`config.mk`:
```
export PLATFORM = sky130hd
export DESIGN_NAME = md_sequencer
export DESIGN_NICKNAME = d
export VERILOG_FILES = /design/src/rtl/md_pkg.sv /design/src/rtl/md_iter_core.sv /design/src/rtl/md_sequencer.sv
export SDC_FILE = /design/constraint.sdc
export NUM_CORES = 1
export LEC_CHECK = 0
export BUFFER_PORTS_ARGS = -buffer_cell sky130_fd_sc_hd__buf_2
export CORE_MARGIN = 4
export CORE_UTILIZATION = 30
export CTS_CLUSTER_DIAMETER = 200
export CTS_CLUSTER_SIZE = 8
export DETAILED_ROUTE_END_ITERATION = 16
export PLACE_DENSITY = 0.5
export SYNTH_ARGS = -nofsm -noshare
export SYNTH_HDL_FRONTEND = slang
export SYNTH_HIERARCHICAL = 1
export SYNTH_SLANG_ARGS = --single-unit
```
`constraint.sdc`:
```
create_clock -name clk -period 4.5 [get_ports clk]
set_input_delay 0.45 -clock clk [delete_from_list [all_inputs] [get_ports clk]]
set_output_delay 0.45 -clock clk [all_outputs]
set_load 0.02 [all_outputs]
```
`src/rtl/md_pkg.sv`:
```
// md_pkg: shared op encodings, FSM state type and iteration count for the multiply/divide unit
package md_pkg;
    localparam int MD_ITERS = 32;
    typedef logic [1:0] md_op_t;
    localparam md_op_t OP_MULTU = 2'b00;
    localparam md_op_t OP_MULT  = 2'b01;
    localparam md_op_t OP_DIVU  = 2'b10;
    localparam md_op_t OP_DIV   = 2'b11;
    typedef logic [1:0] md_state_t;
    localparam md_state_t ST_IDLE   = 2'd0;
    localparam md_state_t ST_RUN    = 2'd1;
    localparam md_state_t ST_FINISH = 2'd2;
    function automatic logic [31:0] md_mag(input logic [31:0] v, input logic sgn);
        return (sgn && v[31]) ? -v : v;
    endfunction
endpackage

```
`src/rtl/md_iter_core.sv`:
```
// md_iter_core: 64-bit accumulator doing one shift-add or restoring shift-subtract step per cycle
module md_iter_core (
    input  logic        clk,
    input  logic        reset,
    input  logic        load,
    input  logic        step,
    input  logic        is_div,
    input  logic [31:0] a,
    input  logic [31:0] b,
    output logic [63:0] acc
);
    logic [63:0] acc_q, acc_d, mul_next, div_next;
    logic [31:0] b_q, b_d;
    logic [32:0] sum, rem_top;
    logic        ge;
    always_comb begin
        sum      = {1'b0, acc_q[63:32]} + {1'b0, acc_q[0] ? b_q : 32'd0};
        mul_next = {sum, acc_q[31:1]};
        rem_top  = acc_q[63:31];
        ge       = rem_top >= {1'b0, b_q};
        div_next = {ge ? rem_top[31:0] - b_q : rem_top[31:0], acc_q[30:0], ge};
        acc_d    = load ? {32'd0, a} : step ? (is_div ? div_next : mul_next) : acc_q;
        b_d      = load ? b : b_q;
    end
    always_ff @(posedge clk or posedge reset) begin
        if (reset) begin
            acc_q <= '0;
            b_q   <= '0;
        end else begin
            acc_q <= acc_d;
            b_q   <= b_d;
        end
    end
    assign acc = acc_q;
endmodule

```
`src/rtl/md_sequencer.sv`:
```
// md_sequencer: fixed 33-cycle multiply/divide sequencer owning FSM, counter, HI/LO and sign handling
module md_sequencer
    import md_pkg::*;
(
    input  logic        clk,
    input  logic        reset,
    input  logic        start,
    input  logic [1:0]  op,
    input  logic [31:0] operand_a,
    input  logic [31:0] operand_b,
    input  logic        flush,
    input  logic        mthi_we,
    input  logic        mtlo_we,
    input  logic [31:0] wdata,
    output logic        busy,
    output logic        done,
    output logic [31:0] hi,
    output logic [31:0] lo
);
    localparam logic [4:0] LAST = 5'(MD_ITERS - 1);
    md_state_t   state_q, state_d;
    logic [4:0]  cnt_q, cnt_d;
    md_op_t      op_q, op_d;
    logic [31:0] a_q, a_d, b_q, b_d, hi_q, hi_d, lo_q, lo_d;
    logic        done_q, done_d, accept, neg;
    logic [63:0] acc, prod, res;
    logic [31:0] quo, rem;
    assign accept = (state_q == ST_IDLE) && start && !flush;
    md_iter_core u_core (
        .clk    (clk),
        .reset  (reset),
        .load   (accept),
        .step   (state_q == ST_RUN),
        .is_div (op_q[1]),
        .a      (md_mag(operand_a, op[0])),
        .b      (md_mag(operand_b, op[0])),
        .acc    (acc)
    );
    always_comb begin
        neg  = op_q[0] && (a_q[31] ^ b_q[31]);
        prod = neg ? -acc : acc;
        quo  = neg ? -acc[31:0] : acc[31:0];
        rem  = (op_q[0] && a_q[31]) ? -acc[63:32] : acc[63:32];
        res  = !op_q[1] ? prod : (b_q == 32'd0) ? {a_q, 32'hFFFF_FFFF} : {rem, quo};
    end
    always_comb begin
        state_d = state_q;
        cnt_d   = cnt_q;
        op_d    = op_q;
        a_d     = a_q;
        b_d     = b_q;
        hi_d    = hi_q;
        lo_d    = lo_q;
        done_d  = 1'b0;
        if (state_q == ST_IDLE) begin
            hi_d = mthi_we ? wdata : hi_q;
            lo_d = mtlo_we ? wdata : lo_q;
            if (accept) begin
                state_d = ST_RUN;
                cnt_d   = '0;
                op_d    = op;
                a_d     = operand_a;
                b_d     = operand_b;
            end
        end else if (flush) begin
            state_d = ST_IDLE;
        end else if (state_q == ST_RUN) begin
            cnt_d   = cnt_q + 5'd1;
            state_d = (cnt_q == LAST) ? ST_FINISH : ST_RUN;
        end else begin
            state_d = ST_IDLE;
            done_d  = 1'b1;
            hi_d    = res[63:32];
            lo_d    = res[31:0];
        end
    end
    always_ff @(posedge clk or posedge reset) begin
        if (reset) begin
            state_q <= ST_IDLE;
            cnt_q   <= '0;
            op_q    <= OP_MULTU;
            a_q     <= '0;
            b_q     <= '0;
            hi_q    <= '0;
            lo_q    <= '0;
            done_q  <= 1'b0;
        end else begin
            state_q <= state_d;
            cnt_q   <= cnt_d;
            op_q    <= op_d;
            a_q     <= a_d;
            b_q     <= b_d;
            hi_q    <= hi_d;
            lo_q    <= lo_d;
            done_q  <= done_d;
        end
    end
    assign busy = state_q != ST_IDLE;
    assign done = done_q;
    assign hi   = hi_q;
    assign lo   = lo_q;
endmodule

```
# == Yosys cells after proc, flatten, opt, wreduce, memory -nomap -nowiden ==
# Index checks and enable logic that the tools add are counted.
# totals
output_inout_bits,66
in_bits,104
ff_bits,234
# op_classes
n_lt_le_gt_ge,1
n_bitwise,1
n_mux,32
n_addsub,8
reduce_logical,16
eq_ne,7
# ops
operator,n
$mux W32,14
$mux W64,6
$neg A32 Y32,4
$neg A64 Y64,1
$add A32 B32 Y33,1
$ge A33 B32 Y1,1
$logic_not A32 Y1,1
$sub A32 B32 Y32,1
$mux W5,4
$mux W2,5
$reduce_and A3 Y1,3
$logic_and A1 B1 Y1,6
$ne A2 B2 Y1 const B,3
$reduce_bool A2 Y1,3
$add A5 B1 Y5 const B,1
$eq A5 B5 Y1 const B,1
$ne A2 B1 Y1 const B,2
$mux W1,3
$eq A2 B1 Y1 const B,1
$logic_not A2 Y1,1
$reduce_and A2 Y1,1
$logic_not A1 Y1,1
$xor A1 B1 Y1,1

# == Depth between registers and ports, before layout ==
# Gate-level depths: netlist of run 1.
# depth
word_depth,8
depth_mapped,13
mapped_depth_nobuf,12

# == Hierarchy ==
# Netlist of run 1, hierarchy kept.
# by_module_without_submodules
mod,cells_each,area_per_inst_um2,seq_area_each_um2,n_inst
md_sequencer,1105,9594.2,3453.3,1
md_iter_core,1092,8643.3,2402.3,1

# == Least setup slack after synthesis of run 1 ==
# OpenSTA, ideal clock, no wires.
# synth_path
kind,register -> register
from,"reg u_core.acc_q[0], in the netlist u_core/acc[0]"
to,"reg u_core.acc_q[61], in the netlist u_core/acc[61]"
path_slack_ns,1.274
arrival_time_ns,3.089
synth_period_minus_slack_ns,3.226
setup_ns,0.137
path_stages_with_launch,14
path_cell_list,dfrtp_1 -> clkbuf_1 -> and2_1 -> ha_1 -> inv_1 -> fa_1 -> nand2b_1 -> a2111oi_2 -> a211oi_2 -> o31ai_4 -> a31oi_1 -> o31ai_2 -> mux2i_1 -> o211ai_1
# synth_via
elab_chain_len,5
# synth_lines
item,line,rtl
start: declaration,md_iter_core.sv:12,"logic [63:0] acc_q, acc_d, mul_next, div_next;"
start signal: assignment,md_iter_core.sv:27,acc_q <= '0;
start signal: assignment,md_iter_core.sv:30,acc_q <= acc_d;
$mux W32,md_iter_core.sv:17,"sum = {1'b0, acc_q[63:32]} + {1'b0, acc_q[0] ? b_q : 32'd0};"
$add A32 B32 Y33,md_iter_core.sv:17,
$mux W64 (3 in series),md_iter_core.sv:22,"acc_d = load ? {32'd0, a} : step ? (is_div ? div_next : mul_next) : acc_q;"
# Every way passes these cells. The select of a mux whose other input is x is not followed.
# A chain may end at the register's enable or synchronous reset.

# == Worst setup path in the final report of run 1 ==
# Ends and elaborated chain as after synthesis.

==> summary.md, run 1 <==
| Metric | Value |
|---|---|
| Status | completed |
| Gr usage total | 22.2% |
| FILL cells | 6,236 |
| Worst Setup SP | u_core/acc[0] |
| Worst-path fanout max | 37 |
| Die width | 255 um |
| GPL Wtd Cong | 0.941 |
| Setup Fix Bufs, Post-CTS | 0 |
| Most area-hungry cell type in the Yosys netlist | dfrtp_1 |
| Ys flop type | dfrtp_1 |
| Synth Net Count | 2,373 |
| RSZ-0062 raised after global routing | false |
| Ys async rst share | 100% |
| Boundary pin count | 170 |
| Post-DP Area | 0.0200 mm^2 |
| Final Hold Fails | 0 |
| Clock Skews | 0.0327 ns |
| Buf+Inv Stages, Crit Path | 1 |
| CP max stage cell | buf_4 |
| LEAKAGE | 8.80 nW |
| CTS tree | yes |
| # DRC | 0 |
| Antenna Nets Post-Route | 0 |
| Final Max Slew Viols | 0 |
| Period utilisation layout | 84.4% |
| Total global routing overflow | 0 |
| Final setup fails | 0 |
| CP max stage delay | 0.47 ns |
| I/O Buffers | 169 |
| Drt first pass iters | 5 |
| Total routed wirelength | 74,100 um |
| P&R area growth vs syn | 14.8% |
| Initial Utilization | 30.3% |
| Vias in the first global route | 16.9k |
| Clk sinks | 234 |
| EDFF count, synth | 0 |
| Top cells by area, synth | dfrtp_1 (32%), o21ai_0 (5.7%), xnor2_1 (5.1%), ha_1 (4.8%), nand2_1 (4.8%) |
| Worst slew margin relative to its limit | 27.7% |
| Setup CP Type | flop to flop |
| Largest net degree at the start of global routing | 172 |
| CP Capture Type | flop |
| Post-synth top area share | 32.1% |
| Reg-to-reg critical path startpoint | u_core/acc[0] |
| DRC violation total after the first TritonRoute iteration | 1,763 |
| Clk slew on worst S/H paths | 0.06 ns |
| Hold WC Path Type | primary input to async pin |
| DP HPWL | 56,700 um |
| Num CTS Buffers | 35 |
| NumNets Final | 2,497 |
| Die height | 255 um |
| Vias per cell | 5.71 |
| Row cnt | 90 |
| Die area | 0.0648 mm^2 |
| Setup_tns | 0 ns |
| Commonest cells post-synth | dfrtp_1 (234), nand2_1 (232), o21ai_0 (208), nor2_1 (161), a21oi_1 (153) |
| Actual slew at the worst max-slew pin | 1.08 ns |
| Count leader, synth | dfrtp_1 |
| CP top delay family | compound AO/OA/AOI/OAI gates |
| Mapped Cells | 2,197 |
| Synthesized area per cell | 8.30 um^2 |
| Data arrival, critical path | 4.21 ns |
| Via Count | 17.8k |
| Critical-path cell list | buf_4 -> nand2_1 -> fa_1 -> nand2b_1 -> a2111oi_2 -> a211oi_2 -> o31ai_4 -> a31oi_1 -> o31ai_2 -> mux2i_1 -> o211ai_1 |
| Final min period | 3.80 ns |
| CORE AREA | 0.0602 mm^2 |
| Cell variety after synth | 87 |
| Maximum vdd drop | 312 uV |
| Root buf cell | clkbuf_16 |
| Avg WL per Cell | 23.9 um |
| Required time of the worst setup path | 4.91 ns |
| Yosys warning count | 6 |
| H-tree depth | 2 |
| Post-synthesis sequential area ratio | 32.1% |
| First-pass GRT wire length | 110,000 um |
| Share of post-route cells with drive strength above 1 | 16.9% |
| Mapped Area | 0.0182 mm^2 |
| # resized after CTS | 0 |
| Skew-Pair Late Insertion Delay | 0.57 ns |
| Fin area | 0.0209 mm^2 |
| Power Dens Cells | 639 mW/mm^2 |
| Startpoint Class | flop |
| Hold_buf cts | 0 |
| Number of synthesized register bits | 234 |
| Max-Cap Viols | 0 |
| Max Fclk | 263 MHz |
| Max Root-Sink Buffers | 3 |
| Initial antenna violation count | 4 |
==> path summary, 6_finish.rpt <==
check | end | slack, ns | cells past startpoint
hold / removal | cnt_q[3] | 0.07 | 2
min in group clk | op_q[1] | 0.15 | 3
setup / recovery | u_core/acc[61] | 0.70 | 11
setup reg to reg | u_core/acc[61] | 0.70 | 11
hold reg to reg | lo[1] | 0.48 | 1
max in group asynchronous | u_core/b_q[21] | 3.31 | 3
==> where the power goes <==
| group | switching [mW] | internal, mW |
|---|---|---|
| registers | 0.671 | 2.66 |
| logic | 4.83 | 2.77 |
| clock network | 1.04 | 1.39 |
| total | 6.55 | 6.83 |
==> layer usage <==
layer / vias to the layer above / global-route usage (%) / wire length [um]
met5: - / 0 / 0
met4: 0 / 4.12 / 1220
met3: 69 / 4.08 / 6220
met2: 743 / 31.4 / 30200
met1: 8728 / 35.2 / 36500
li1: 8217 / - / -
==> registers in the layout, indices dropped and copies added, names as in the netlist <==
register and cells:
u_core/b_q 32, state_q 2, u_core/acc 64, hi 32, cnt_q 5, lo 32
b_q 32, op_q 2, a_q 32, done 1
==> logic make-up after synthesis <==
kind of cell	after synthesis	share of synthesized area, %
AND/OR/NAND/NOR	728	19.9
AO/OA/AOI/OAI	647	22.6
XOR/XNOR	186	8.93
adder cells (fa/ha/maj)	72	5.02
buffers and inverters	216	4.73
flip-flops	234	32.1
multiplexers	114	6.71
==> final cells by class <==
| class | instances | area [um^2] | share of cell area [%] |
|---|---|---|---|
| Inverter | 74 | 285 | 1.36 |
| Sequential cell | 234 | 5860 | 28.0 |
| Tap cell | 782 | 978 | 4.67 |
| Timing Repair Buffer | 229 | 1310 | 6.25 |
| Clock buffer | 36 | 880 | 4.20 |
| Multi-Input combinational cell | 1747 | 11600 | 55.2 |
| Antenna cell | 2 | 5.00 | 0.0239 |
| Clock inverter | 4 | 61.3 | 0.293 |
==> through the flow <==
step / hold slack [ns] / total power, mW / cells / utilization [%] / worst slack, ns
4_1_cts: 0.121 / 13.3 / 3106 / 34.7 / 0.715
5_1_grt: 0.134 / 14.2 / 3106 / 34.7 / 0.519
6_report: 0.0656 / 13.4 / 3108 / 34.7 / 0.702
2_1_floorplan: 0.472 / 8.28 / 2197 / - / 0.354
3_5_place_dp: 0.468 / 10.8 / 3066 / 33.2 / 0.737
3_3_place_gp: 0.459 / 10.8 / 3066 / 33.2 / 0.838
==> cells in the final DEF (no fill, tap or decap), types with 14 or more instances in the layout <==
master,n
dfrtp_1,233
nand2_1,232
o21ai_0,207
buf_2,169
nor2_1,160
a21oi_1,151
xnor2_1,107
xor2_1,79
inv_1,70
ha_1,70
nor3_1,67
mux2_2,66
buf_4,59
and2_1,50
mux2i_1,48
nand3_1,41
nor4_1,37
clkbuf_16,35
o22ai_1,32
a31oi_1,28
and3_1,27
nand4_1,23
o21ai_1,20
o31ai_1,19
a21o_1,18
or3_1,15
a211oi_1,14
(Power assumes the default switching activity.)
==> run 2: changes to the inputs <==
Clock period 4.5 ns to 3.5 ns, I/O delays scaled along.
==> summary.md, run 2 (synthesis gave the netlist of run 1 again) <==
| Metric | Value |
|---|---|
| Clock Skews | 0.0331 ns (+0.000428 ns) |
| Setup CP Type | flop to flop |
| Met2 usage | 32.4% (+1.0 points) |
| Vias in the first global route | 17.4k (+3.3%) |
| Die area | 0.0648 mm^2 (unchanged) |
| CP Capture Type | flop |
| Grt met1 use | 35.2% (about the same) |
| DRC violation total after the first TritonRoute iteration | 1,807 (+2.5%) |
| Final setup fails | 0 (unchanged) |
| Hold WC Path Type | primary input to flop |
| DP HPWL | 58,100 um (+2.4%) |
| Commonest non-fill, non-tap cell in the layout | dfrtp_1 |
| Skew-Pair Late Insertion Delay | 0.55 ns (-0.02 ns) |
| Die width | 255 um (unchanged) |
| RSZ-0062 raised after global routing | false |
| Sw Ratio | 48.2% (-0.71 points) |
| Root buf cell | clkbuf_16 |
| Final Hold Fails | 0 (unchanged) |
| Antenna Nets Post-Route | 0 (unchanged) |
| Clk slew on worst S/H paths | 0.06 ns (about the same) |
| Largest net degree at the start of global routing | 201 (+17%) |
| Commonest cells after routing, fill and taps aside | dfrtp_1 (233), nand2_1 (232), o21ai_0 (207) |
| Register share of total power | 23.7% (-1.2 points) |
| Initial Utilization | 30.3% (unchanged) |
| Total global routing overflow | 0 (unchanged) |
| Int Pwr | 9.22 mW (+35%) |
| Boundary pin count | 170 (unchanged) |
| Maximum vdd drop | 380 uV (+22%) |
| # DRC | 0 (unchanged) |
| Max-Cap Viols | 0 (unchanged) |
| Actual slew at the worst max-slew pin | 0.936 ns (-0.149 ns) |
| CP max stage delay | 0.65 ns (+0.18 ns) |
| Setup_tns | 0 ns (unchanged) |
| Required time of the worst setup path | 3.92 ns (-0.99 ns) |
| Clock power frac | 17.2% (-1.0 points) |
| Share of post-route cells with drive strength above 1 | 19.2% (+2.3 points) |
| Avg WL per Cell | 23.8 um (-0.37%) |
| P&R area growth vs syn | 18.1% |
| Reg-to-reg critical path startpoint | u_core/acc[38] |
| Net Sw Power | 8.59 mW (+31%) |
| Drt first pass iters | 6 (+1) |
| GPL Wtd Cong | 0.938 (-0.34%) |
| Worst slew margin relative to its limit | 37.6% (+9.9 points) |
| NumNets Final | 2,566 (+2.8%) |
| H-tree depth | 2 (unchanged) |
| CORE AREA | 0.0602 mm^2 (unchanged) |
| CP max stage cell | nor4_1 |
| Initial antenna violation count | 0 (-4) |
| CTS tree | yes |
| Largest register FFs | 64 (unchanged) |
| FILL cells | 6,254 (+0.29%) |
| Via Count | 18.1k (+2.2%) |
| Period utilisation layout | 95.7% (+11 points) |
| Total routed wirelength | 75,400 um (+1.7%) |
| Final Max Slew Viols | 0 (unchanged) |
| Setup Fix Bufs, Post-CTS | 0 (unchanged) |
| Reg2Reg Depth | 9 (-2) |
| Row cnt | 90 (unchanged) |
| Die height | 255 um (unchanged) |
| Max Root-Sink Buffers | 3 (unchanged) |
| Num CTS Buffers | 35 (unchanged) |
| GR Util met3 | 4.79% (+0.71 points) |
| Max Fclk | 299 MHz (+13%) |
| Power Dens Cells | 827 mW/mm^2 (+29%) |
| Startpoint Class | flop |
| Gr usage total | 22.7% (+0.50 points) |
| Clk sinks | 234 (unchanged) |
| Critical-path cell list | buf_4 -> nor4_1 -> nand4_1 -> nor4_4 -> a21oi_1 -> xor2_1 -> a21oi_1 -> buf_4 -> nor3_1 |
| Crit Reg-Reg Endpoint | hi[16] |
| Most Used Layer, Global Route | met1 |
| First-pass GRT wire length | 113,000 um (+2.8%) |
| Final min period | 3.35 ns (-0.449 ns) |
| Vias per cell | 5.71 (about the same) |
| Status | completed |
| I/O Buffers | 169 (unchanged) |
| Comb pwr share | 59.2% (+2.3 points) |
| CP endpoint | hi[16] |
| LEAKAGE | 9.16 nW (+4.1%) |
| Data arrival, critical path | 3.76 ns (-0.45 ns) |
| Worst-path fanout max | 6 (-84%) |
| R2R Setup Slk | 0.15 ns (-0.55 ns) |
| Worst Setup SP | u_core/acc[38] |
| Design Power | 17.8 mW (+33%) |
run 2: layout make-up:
| cell class | count | area [um^2] | share of cell area (%) |
|---|---|---|---|
| Sequential cell | 234 | 5860 | 27.2 |
| Clock inverter | 2 | 17.5 | 0.0813 |
| Antenna cell | 1 | 2.50 | 0.0116 |
| Clock buffer | 36 | 880 | 4.08 |
| Timing Repair Buffer | 298 | 1940 | 9.01 |
| Multi-Input combinational cell | 1747 | 11600 | 53.8 |
| Tap cell | 782 | 978 | 4.54 |
| Inverter | 74 | 284 | 1.32 |
run 2: repair_timing:
action / in CTS / in global routing
gates resized for setup: 0 / 4
hold endpoints to repair: 20 / 0
endpoints found under the setup margin: 0 / 4
hold buffers: 1 / 0
run 2: metrics by stage:
stage / hold slack [ns] / std cells / cell area [um^2] / setup WS (ns) / util (%)
after floorplan: 0.467 / 2197 / 18200 / 0.274 / -
after global placement: 0.459 / 3134 / 20600 / 0.156 / 34.2
after detailed placement: 0.461 / 3134 / 20600 / 0.118 / 34.2
after CTS: 0.0364 / 3173 / 21500 / 0.0986 / 35.7
after global routing: 0.0626 / 3173 / 21500 / 0.00766 / 35.8
final: 0.0624 / 3174 / 21500 / 0.151 / 35.8
run 2: per-layer routing:
layer / wire [um] / up-vias
met3: 7050 / 90
li1: - / 8358
met1: 36000 / 8874
met2: 31000 / 815
met5: 42 / -
met4: 1290 / 2
run 2: worst min path at each step:
stage | endpoint | cells after the start | from
2_1_floorplan | op_q[1] | 2 | op[1]
3_3_place_gp | lo[1] | 1 | lo[1]
3_5_place_dp | lo[1] | 1 | lo[1]
4_1_cts | a_q[16] | 2 | operand_a[16]
5_1_grt | a_q[16] | 2 | operand_a[16]
6_report | a_q[16] | 2 | operand_a[16]
run 2: critical path: cells and delay by family (launching register included):
family | cells | cell delay, ns
and+or+nand+nor | 4 | 1.76
AOI/OAI and AO/OA | 2 | 0.44
DFF | 1 | 0.45
buffers and inverters | 2 | 0.38
xor gates and xnor gates | 1 | 0.17
run 2: power by group through the flow:
| stage | clock (mW) | combinational [mW] | sequential [mW] |
|---|---|---|---|
| 2_1_floorplan | 0 | 6.39 | 4.25 |
| 3_3_place_gp | 0 | 10.2 | 4.20 |
| 3_5_place_dp | 0 | 10.3 | 4.22 |
| 4_1_cts | 3.14 | 10.3 | 4.18 |
| 5_1_grt | 3.25 | 11.4 | 4.29 |
| 6_report | 3.06 | 10.5 | 4.21 |
